[src/rtl/lighthouse_pkg.sv]
// Lighthouse collector shared types.
// Sensor word width, default sizes and the FIFO entry layout.
package lighthouse_pkg;

  localparam int SENSOR_W        = 32;
  localparam int DEF_NUM_SENSORS = 8;
  localparam int DEF_FIFO_DEPTH  = 16;
  localparam int MAX_ID_W        = 5;

  typedef struct packed {
    logic [MAX_ID_W-1:0] id;
    logic [SENSOR_W-1:0] data;
  } entry_t;

endpackage

[src/rtl/lighthouse_fifo.sv]
// First-word-fall-through FIFO for collected sensor entries.
// The head entry is visible combinationally whenever the FIFO is non-empty.
module lighthouse_fifo
  import lighthouse_pkg::*;
#(
  parameter  int DEPTH = DEF_FIFO_DEPTH,
  localparam int PTR_W = $clog2(DEPTH),
  localparam int LVL_W = PTR_W + 1
) (
  input  logic             clk,
  input  logic             reset,
  input  logic             push,
  input  entry_t           push_data,
  input  logic             pop,
  output entry_t           head,
  output logic             full,
  output logic             empty,
  output logic [LVL_W-1:0] level
);

  entry_t           r_mem [DEPTH];
  logic [PTR_W-1:0] r_wr_ptr;
  logic [PTR_W-1:0] r_rd_ptr;
  logic [LVL_W-1:0] r_level;
  logic             w_push;
  logic             w_pop;

  assign full   = (r_level == LVL_W'(DEPTH));
  assign empty  = (r_level == '0);
  assign level  = r_level;
  assign head   = r_mem[r_rd_ptr];
  assign w_push = push & ~full;
  assign w_pop  = pop & ~empty;

  // Storage write; contents need no reset since level gates visibility.
  always_ff @(posedge clk) begin
    if (w_push) r_mem[r_wr_ptr] <= push_data;
  end

  // Pointers wrap naturally at the power-of-two depth.
  always_ff @(posedge clk) begin
    if (reset) begin
      r_wr_ptr <= '0;
      r_rd_ptr <= '0;
      r_level  <= '0;
    end else begin
      if (w_push) r_wr_ptr <= r_wr_ptr + PTR_W'(1);
      if (w_pop)  r_rd_ptr <= r_rd_ptr + PTR_W'(1);
      unique case ({w_push, w_pop})
        2'b10:   r_level <= r_level + LVL_W'(1);
        2'b01:   r_level <= r_level - LVL_W'(1);
        default: r_level <= r_level;
      endcase
    end
  end

endmodule

[src/rtl/lighthouse_collector.sv]
// Collects per-channel sensor words into one FWFT output FIFO.
// Each channel has a one-entry holding register; a round-robin arbiter drains them.
module lighthouse_collector
  import lighthouse_pkg::*;
#(
  parameter  int NUM_SENSORS = DEF_NUM_SENSORS,
  parameter  int FIFO_DEPTH  = DEF_FIFO_DEPTH,
  localparam int ID_W  = (NUM_SENSORS > 1) ? $clog2(NUM_SENSORS) : 1,
  localparam int LVL_W = $clog2(FIFO_DEPTH) + 1
) (
  input  logic                         clk,
  input  logic                         reset,
  input  logic [SENSOR_W*NUM_SENSORS-1:0] sensor_data_in,
  input  logic [NUM_SENSORS-1:0]       data_ready_in,
  output logic                         out_valid,
  input  logic                         out_ready,
  output logic [SENSOR_W-1:0]          out_data,
  output logic [ID_W-1:0]              out_id,
  output logic [LVL_W-1:0]             fifo_level,
  output logic [NUM_SENSORS-1:0]       overrun,
  input  logic                         clear_overrun
);

  logic [NUM_SENSORS-1:0] r_pending;
  logic [SENSOR_W-1:0]    r_hold [NUM_SENSORS];
  logic [NUM_SENSORS-1:0] r_overrun;
  logic [ID_W-1:0]        r_last;

  logic                   w_gnt_vld;
  logic [ID_W-1:0]        w_gnt_idx;
  logic [NUM_SENSORS-1:0] w_gnt;
  logic                   w_full;
  logic                   w_empty;
  entry_t                 w_push_entry;
  entry_t                 w_head;

  // Round-robin search starting one past the last granted channel.
  always_comb begin
    int j;
    j         = 0;
    w_gnt_vld = 1'b0;
    w_gnt_idx = '0;
    if (!w_full) begin
      for (int k = 0; k < NUM_SENSORS; k++) begin
        j = int'(r_last) + 1 + k;
        if (j >= NUM_SENSORS) j = j - NUM_SENSORS;
        if (!w_gnt_vld && r_pending[ID_W'(j)]) begin
          w_gnt_vld = 1'b1;
          w_gnt_idx = ID_W'(j);
        end
      end
    end
  end

  assign w_gnt = w_gnt_vld ? (NUM_SENSORS'(1) << w_gnt_idx) : '0;

  assign w_push_entry.id   = MAX_ID_W'(w_gnt_idx);
  assign w_push_entry.data = r_hold[w_gnt_idx];

  // Holding words load on every strobe; a same-cycle grant reads the old word.
  always_ff @(posedge clk) begin
    for (int i = 0; i < NUM_SENSORS; i++) begin
      if (data_ready_in[i] && !reset)
        r_hold[i] <= sensor_data_in[SENSOR_W*i +: SENSOR_W];
    end
  end

  // Pending flags and sticky overrun; a new set beats a clear.
  always_ff @(posedge clk) begin
    if (reset) begin
      r_pending <= '0;
      r_overrun <= '0;
    end else begin
      for (int i = 0; i < NUM_SENSORS; i++) begin
        if (data_ready_in[i])
          r_pending[i] <= 1'b1;
        else if (w_gnt[i])
          r_pending[i] <= 1'b0;
        if (data_ready_in[i] && r_pending[i] && !w_gnt[i])
          r_overrun[i] <= 1'b1;
        else if (clear_overrun)
          r_overrun[i] <= 1'b0;
      end
    end
  end

  // Last grant moves only on a grant; reset gives channel 0 first turn.
  always_ff @(posedge clk) begin
    if (reset)
      r_last <= ID_W'(NUM_SENSORS - 1);
    else if (w_gnt_vld)
      r_last <= w_gnt_idx;
  end

  lighthouse_fifo #(
    .DEPTH (FIFO_DEPTH)
  ) u_fifo (
    .clk       (clk),
    .reset     (reset),
    .push      (w_gnt_vld),
    .push_data (w_push_entry),
    .pop       (out_ready),
    .head      (w_head),
    .full      (w_full),
    .empty     (w_empty),
    .level     (fifo_level)
  );

  assign out_valid = ~w_empty;
  assign out_data  = w_head.data;
  assign out_id    = w_head.id[ID_W-1:0];
  assign overrun   = r_overrun;

endmodule
[config.mk]
export PLATFORM = sky130hd
export DESIGN_NAME = lighthouse_collector
export DESIGN_NICKNAME = d
export VERILOG_FILES = /design/src/rtl/lighthouse_pkg.sv /design/src/rtl/lighthouse_fifo.sv /design/src/rtl/lighthouse_collector.sv
export SDC_FILE = /design/constraint.sdc
export NUM_CORES = 1
export LEC_CHECK = 0
export BUFFER_PORTS_ARGS = -buffer_cell sky130_fd_sc_hd__buf_4
export CORE_UTILIZATION = 60
export CTS_BUF_LIST = sky130_fd_sc_hd__clkbuf_4
export CTS_CLUSTER_SIZE = 40
export DETAILED_ROUTE_END_ITERATION = 8
export PLACE_DENSITY = 0.92
export SETUP_SLACK_MARGIN = 0.05
export SLEW_MARGIN = 20
export SYNTH_ARGS = -nofsm -noshare
export SYNTH_HDL_FRONTEND = slang
export SYNTH_SLANG_ARGS = --single-unit
[constraint.sdc]
create_clock -name clk -period 7.7 [get_ports clk]
set_input_delay 1.54 -clock clk [delete_from_list [all_inputs] [get_ports clk]]
set_output_delay 1.54 -clock clk [all_outputs]
set_load 0.02 [all_outputs]
# Word level (Yosys, flattened, before mapping)
# Memory sizes are Yosys's and may differ from the RTL's. A register that Yosys moved wholly into a read port is not among the register bits.
# Index checks and enable logic that the tools add are counted.
# word_totals
ram_bits,816
n_memories,2
out_inout_bits,49
ff_bits,32
# classes
add_sub_neg,20
n_bitwise,4
n_reduce_logical,65
order_cmp,16
shift,1
mux,112
eq_ne,3
# mem_list
memory,depth,width,rd,rd_clocked_by_memory_dff,wr,line_no,rtl
u_fifo.r_mem,16,35,1,1,1,lighthouse_fifo.sv:21,entry_t r_mem [DEPTH];
r_hold,8,32,1,0,8,lighthouse_collector.sv:25,logic [SENSOR_W-1:0] r_hold [NUM_SENSORS];
# op_table
cell,count
two-way mux 1 bit,75
two-way mux 3 bit,25
"less-than comparator 3 x 5 -> 1 bit, second input constant",8
">= comparator 5 x 4 -> 1 bit, second input constant",7
nonzero test 2 bit,17
logical AND 1 bit,31
binary-select mux 1 bit (select 3 bit),8
"subtractor 3 x 1 -> 3 bit, second input constant",8
"adder 4 x 3 -> 5 bit, second input constant",4
zero test 1 bit,16
"adder 4 x 2 -> 5 bit, second input constant",2
case mux 5 bit (2 select lines),1
"adder 4 x 1 -> 4 bit, second input constant",2
two-way mux 4 bit,2
two-way mux 8 bit,1
"<< shifter 1 x 3 -> 8 bit, first input constant",1
"adder 4 x 1 -> 5 bit, second input constant",1
"adder 5 x 1 -> 5 bit, second input constant",1
"== test 5 bit, second input constant",1
zero test 5 bit,1
"subtractor 5 x 1 -> 5 bit, second input constant",1
"adder 3 x 1 -> 4 bit, second input constant",1
">= comparator 4 bit, second input constant",1
bitwise AND 1 bit,2
other kinds (3),4

# Depth between registers and ports, before layout
# logic_depth
depth_word,42
ltp_mapped,21
depth_no_buf,18

# Cells and area by module
# A second synthesis with hierarchy kept.
# hier_totals
hier_cells,1712
hier_area_um2,35420.2
# modules_own_cells
mod,n_inst,area_each_um2,cells_per_inst,seq_area_each_um2
lighthouse_fifo,1,23557.6,937,18117.4
lighthouse_collector,1,11862.6,775,8067.7

# Worst setup path before layout
# No wires, ideal clock.
# synth_path
kind,reg-to-reg
from,register r_last[0]
to,memory u_fifo.r_mem[3][0] (netlist bit) (enable)
t_arrival_ns,5.158
path_stages_with_launch,13
path_slack_ns,2.071
path_cell_list,dfxtp_1 > buf_6 > inv_2 > ha_1 > buf_6 > mux4_2 > nor3_1 > nor3_1 > or4_4 > nor2_4 > a31oi_1 > nand2_1 > nor3_1
# synth_between
elab_chain_len,40
elab_cells_between_ends,97
# synth_rtl
element,line_no,rtl
start: declaration,lighthouse_collector.sv:27,logic [ID_W-1:0] r_last;
start signal: assignment,lighthouse_collector.sv:90,r_last <= ID_W'(NUM_SENSORS - 1);
start signal: assignment,lighthouse_collector.sv:92,r_last <= w_gnt_idx;
adder 3 x 1 -> 4 bit (*),lighthouse_collector.sv:45,j = int'(r_last) + 1 + k;
"parallel branches: the longest is 34 deep, another holds adder 4 x 1 -> 5 bit",--,
two-way mux 1 bit (*),lighthouse_collector.sv:47,if (!w_gnt_vld && r_pending[ID_W'(j)]) begin
two-way mux 1 bit (*),lighthouse_collector.sv:43,if (!w_full) begin
bitwise AND 1 bit (*),lighthouse_fifo.sv:32,assign w_push = push & ~full;
two-way mux 1 bit (*),lighthouse_fifo.sv:37,if (w_push) r_mem[r_wr_ptr] <= push_data;
two-way mux 1 bit (implied by the code) (*),lighthouse_fifo.sv:37,
end: declaration,lighthouse_fifo.sv:21,
# Every way passes the cells marked *. The select of a mux whose other input is x is not followed.

==> results by stage <==
Outcome:
- The run finished with clean final reports.

Route:
- The first detailed-routing pass took 5 iterations.
- Dividing the detail-routed wire length by the instance count gives 30.34 um.
- The final route contains 20510 vias.
- The post-detailed-routing wire length is 93.08 mm.
- After detailed routing, the number of vias per cell comes to 6.684.
- The starting DRC count in detailed routing is 2606.
- The count of antenna-violating nets left after detailed routing is 0.
- The number of design rule violations left after detail routing is 0.

Timing:
- Setup repair after global routing left no endpoint under its margin.
- Between clock sinks in the finished design, the worst skew comes to 0.06994 ns.
- The headroom to the max-slew limit is 22.89%.
- The number of failing hold endpoints at the final stage is 0.
- Setup violations remaining at the end of the flow were counted as 0.
- The shortest clock period the worst path allows after layout is 5.933 ns.
- The count of pins over their slew limit was 0.
- The maximum achievable frequency is 168.6 MHz.
- Adding up every negative setup slack in the final design gives 0 ns.
- The slew at the pin closest to its max-slew limit is 1.154 ns.
- In the finished design, the share of the clock period the worst path needs comes to 77.05%.
- Once routing completed, OpenROAD measured the worst setup slack at 1.767 ns.
- The minimum hold slack is 0.4958 ns.

Die:
- From bottom edge to top edge, the die measures 239.7 um.
- The number of cell rows is 86.
- The die is 239.7 um wide.
- The initial core utilization is 61.08%.
- The number of top-level pins is 317.
- The floorplan die area is 0.05748 mm2.
- The floorplan core area is 0.05552 mm2.

Worst hold path:
- The tightest min-delay check is of the reg2reg type.
- The hold path depth is 2.
- The critical hold path startpoint is overrun[4].
- The worst hold endpoint is overrun[4].

Critical path:
- At the worst endpoint, the arrival time is 6.66 ns.
- The worst register-to-register path begins at r_last[0].
- The largest delay contributor family on the critical path is simple AND/OR/NAND/NOR gates.
- The data required time at the worst endpoint is 8.43 ns.
- The depth of the worst register-to-register path is 13.
- The slowest stage of the critical path belongs to the cell ha_1.
- The number of buffers and inverters on the critical path is 4.
- The type of destination of the critical path is a flip-flop.
- The worst setup path is launched from a flip-flop.
- The classification of the worst setup path is reg2reg.
- In this design, the critical path's most frequently occurring cell is buf_4.
- The critical path goes through inv_2, ha_1, xor3_1, mux2_2, or2_1, or4_4, nor3_4, buf_4, buf_12, o21a_1, a211oi_1, nor4_2, buf_4.
- The worst-case register-to-register setup slack is 1.77 ns.
- The endpoint identified for the worst register-to-register timing path is u_fifo.r_mem[1][20].
- The critical path runs through a total of 13 cells.
- In this run the worst path has a maximum fanout of 64.
- On the worst path, the slowest cell contributes a delay of 0.86 ns.

Synth:
- By area the synthesized netlist is led by edfxtp_1 72%, mux4_2 12%, a211oi_1 2.9%.
- The synthesized net count is 1988.
- After synthesis, flip-flops and latches occupy 74.38% of the total area.
- The number of flip-flops and latches in the synthesized netlist is 852.
- The cell taking the most area after synthesis is edfxtp_1.
- The share of synthesized flip-flops with an asynchronous set or reset is 0%.
- The distinct cell type count of the synthesized netlist is 70.
- The synthesized design contains 816 enable-type register cells.
- In the synthesized netlist, the number of instances is 1707.
- The Yosys warning count is 0.
- Dividing the synthesized area by the synthesized cell count gives 19.87 um2.
- The leading register cell type out of synthesis is edfxtp_1.
- The share of the synthesized area in the top cell type is 72.26%.
- The post-synthesis instance area is 0.03391 mm2.

Place:
- The global placer's final weighted congestion is 0.9767.
- The quantity of I/O buffers inserted on ports is 316.
- The post-placement worst setup slack is 1.660 ns.
- The HPWL after detailed placement is 56.37 mm.

Global route:
- The global routing usage on met1 is 41.94%.
- The wire length of the first global-routing pass is 134.3 mm.
- The global routing usage on met2 is 53.18%.
- After global routing the overflow that remains totals 0.
- For met3 alone, demand over resource in global routing was 6.742%.
- The most used routing layer in global routing is met2.
- The via count of the first global-routing pass is 21030.
- The number of antenna violations at the first check in global routing was 9.
- The total routing resource utilization after global routing is 32.86%.
- Entering global routing, the biggest net connects 130 pins.

Layout:
- The number of inserted filler cells in the final layout is 3028.
- The net count of the finished layout is 2462.
- In the final layout, the share of cells above drive strength 1 is 41.98%.
- The growth of design area from synthesis to finish is 18.38%.
- The post-layout utilization of the core is 72.30%.

Clock network:
- The number of setup buffers added after CTS is 0.
- After clock tree synthesis, the flow added hold-fix buffers numbering 0.
- The insertion delay to the later sink of the worst-skew pair is 0.95 ns.
- The number of buffers inserted during clock tree synthesis is 187.
- In this run the clock root is driven by a clkbuf_4.
- The longest clock path from root to sink contains 3 buffers.
- The H-tree was split into 4 levels.
- The number of gates resized after CTS was 0.
- TritonCTS built the clock tree.
- The clock input transition at the sequential cells of the worst setup and hold paths is 0.07 ns.
- The clock drives 852 sinks.

Run:
- Max-cap violations in this run came to 0.
## area by class of cell
class	instances	area [um2]	area share, %
Sequential cell	852	25230	62.85
Multi-Input combinational cell	714	8383	20.88
Timing Repair Buffer	402	3146	7.835
Clock buffer	286	2147	5.348
Tap cell	748	935.9	2.331
Clock inverter	35	192.7	0.4800
Inverter	24	90.09	0.2244
Antenna cell	7	17.52	0.04363
## stage by stage
step,instances,cell area (um2)
4_1_cts,3055,39960
5_1_grt,3068,40140
2_1_floorplan,1707,33910
6_report,3068,40140
3_5_place_dp,2734,37620
3_3_place_gp,2734,37620
## cells by family after synthesis
| kind of cell | count (synthesis) | synth area share, % |
|---|---|---|
| AND/OR/NAND/NOR | 146 | 2.406 |
| adder cells (fa/ha/maj) | 13 | 0.5018 |
| flip-flops | 852 | 74.38 |
| AO/OA/AOI/OAI | 333 | 7.290 |
| XOR/XNOR | 16 | 0.4981 |
| buffers and inverters | 141 | 1.911 |
| multiplexers | 206 | 13.01 |
## registers in the layout (all words and copies together), names as in the netlist, named ones only
register,cells
u_fifo.r_rd_ptr,4
r_last,3
r_pending,8
u_fifo.level,5
u_fifo.r_wr_ptr,4
overrun,8
r_hold,256
u_fifo.r_mem,560
## synth_stat cells (all sizes together), types with 2 or more instances
cell type and instances:
xor2 8, nor2 48, a2111oi 2, o21a 126, and2 3, a21oi 18, mux4 187, nand4 2
or3 2, xnor2 6, mux2 9, nor3b 2, nand2 25, o31ai 12, nor2b 2, dfxtp 36
a211oi 131, mux2i 10, nand2b 3, or4 2, nor4 33, nand3 4, clkbuf 46, nor3 15
or2 2, a211o 3, edfxtp 816, o21ai 19, inv 24, ha 12, a31oi 3, o22ai 2
buf 71, o211ai 3
## worst reg2reg max path: cells and delay by family (launching register included)
kind | cells | cell delay [ns]
AND/OR/NAND/NOR | 4 | 2.21
buffers and inverters | 4 | 0.97
adder cells (fa/ha/maj) | 1 | 0.86
XOR/XNOR | 1 | 0.66
AO/OA/AOI/OAI | 2 | 0.35
flip-flops | 1 | 0.35
multiplexers | 1 | 0.35
## placed cells by master (no fill, tap or decap), types with 4 or more instances in the layout
master	synthesis	routed
edfxtp_1	816	816
buf_4	15	393
clkbuf_4	0	286
mux4_2	187	187
a211oi_1	131	131
o21a_1	126	126
dfxtp_1	36	33
nor4_2	8	28
clkinv_1	0	27
nand2_1	25	25
nor2_1	45	24
inv_1	22	22
nor2_4	2	22
a21oi_1	18	18
o21ai_0	12	12
o31ai_1	12	12
ha_1	12	12
mux2i_1	10	10
nor3_1	14	10
mux2_2	9	9
xor2_1	8	8
diode_2	0	7
buf_12	0	7
xnor2_1	6	6
o21ai_1	6	6
inv_2	2	4
nor3_2	0	4
## metal layers
| metal | vias to the layer above | wire [um] |
|---|---|---|
| li1 | 8211 | - |
| met1 | 10150 | 31710 |
| met2 | 1790 | 46160 |
| met3 | 355 | 10160 |
| met4 | 4 | 5016 |
| met5 | - | 28 |
## worst max-delay path by stage
stage,end,start,slack [ns]
6_report,u_fifo.r_mem[1][20],r_last[0],1.77
5_1_grt,u_fifo.r_mem[2][20],r_last[0],1.45
4_1_cts,u_fifo.r_mem[11][6],r_last[0],1.65
3_5_place_dp,u_fifo.r_mem[0][6],r_last[0],1.66
3_3_place_gp,u_fifo.r_mem[12][6],r_last[0],2.00
2_1_floorplan,u_fifo.r_mem[3][0],r_last[0],2.07
Power is left out: the tool's default activity adds up to more than one toggle a clock period on the data nets, which glitch-free logic cannot reach.
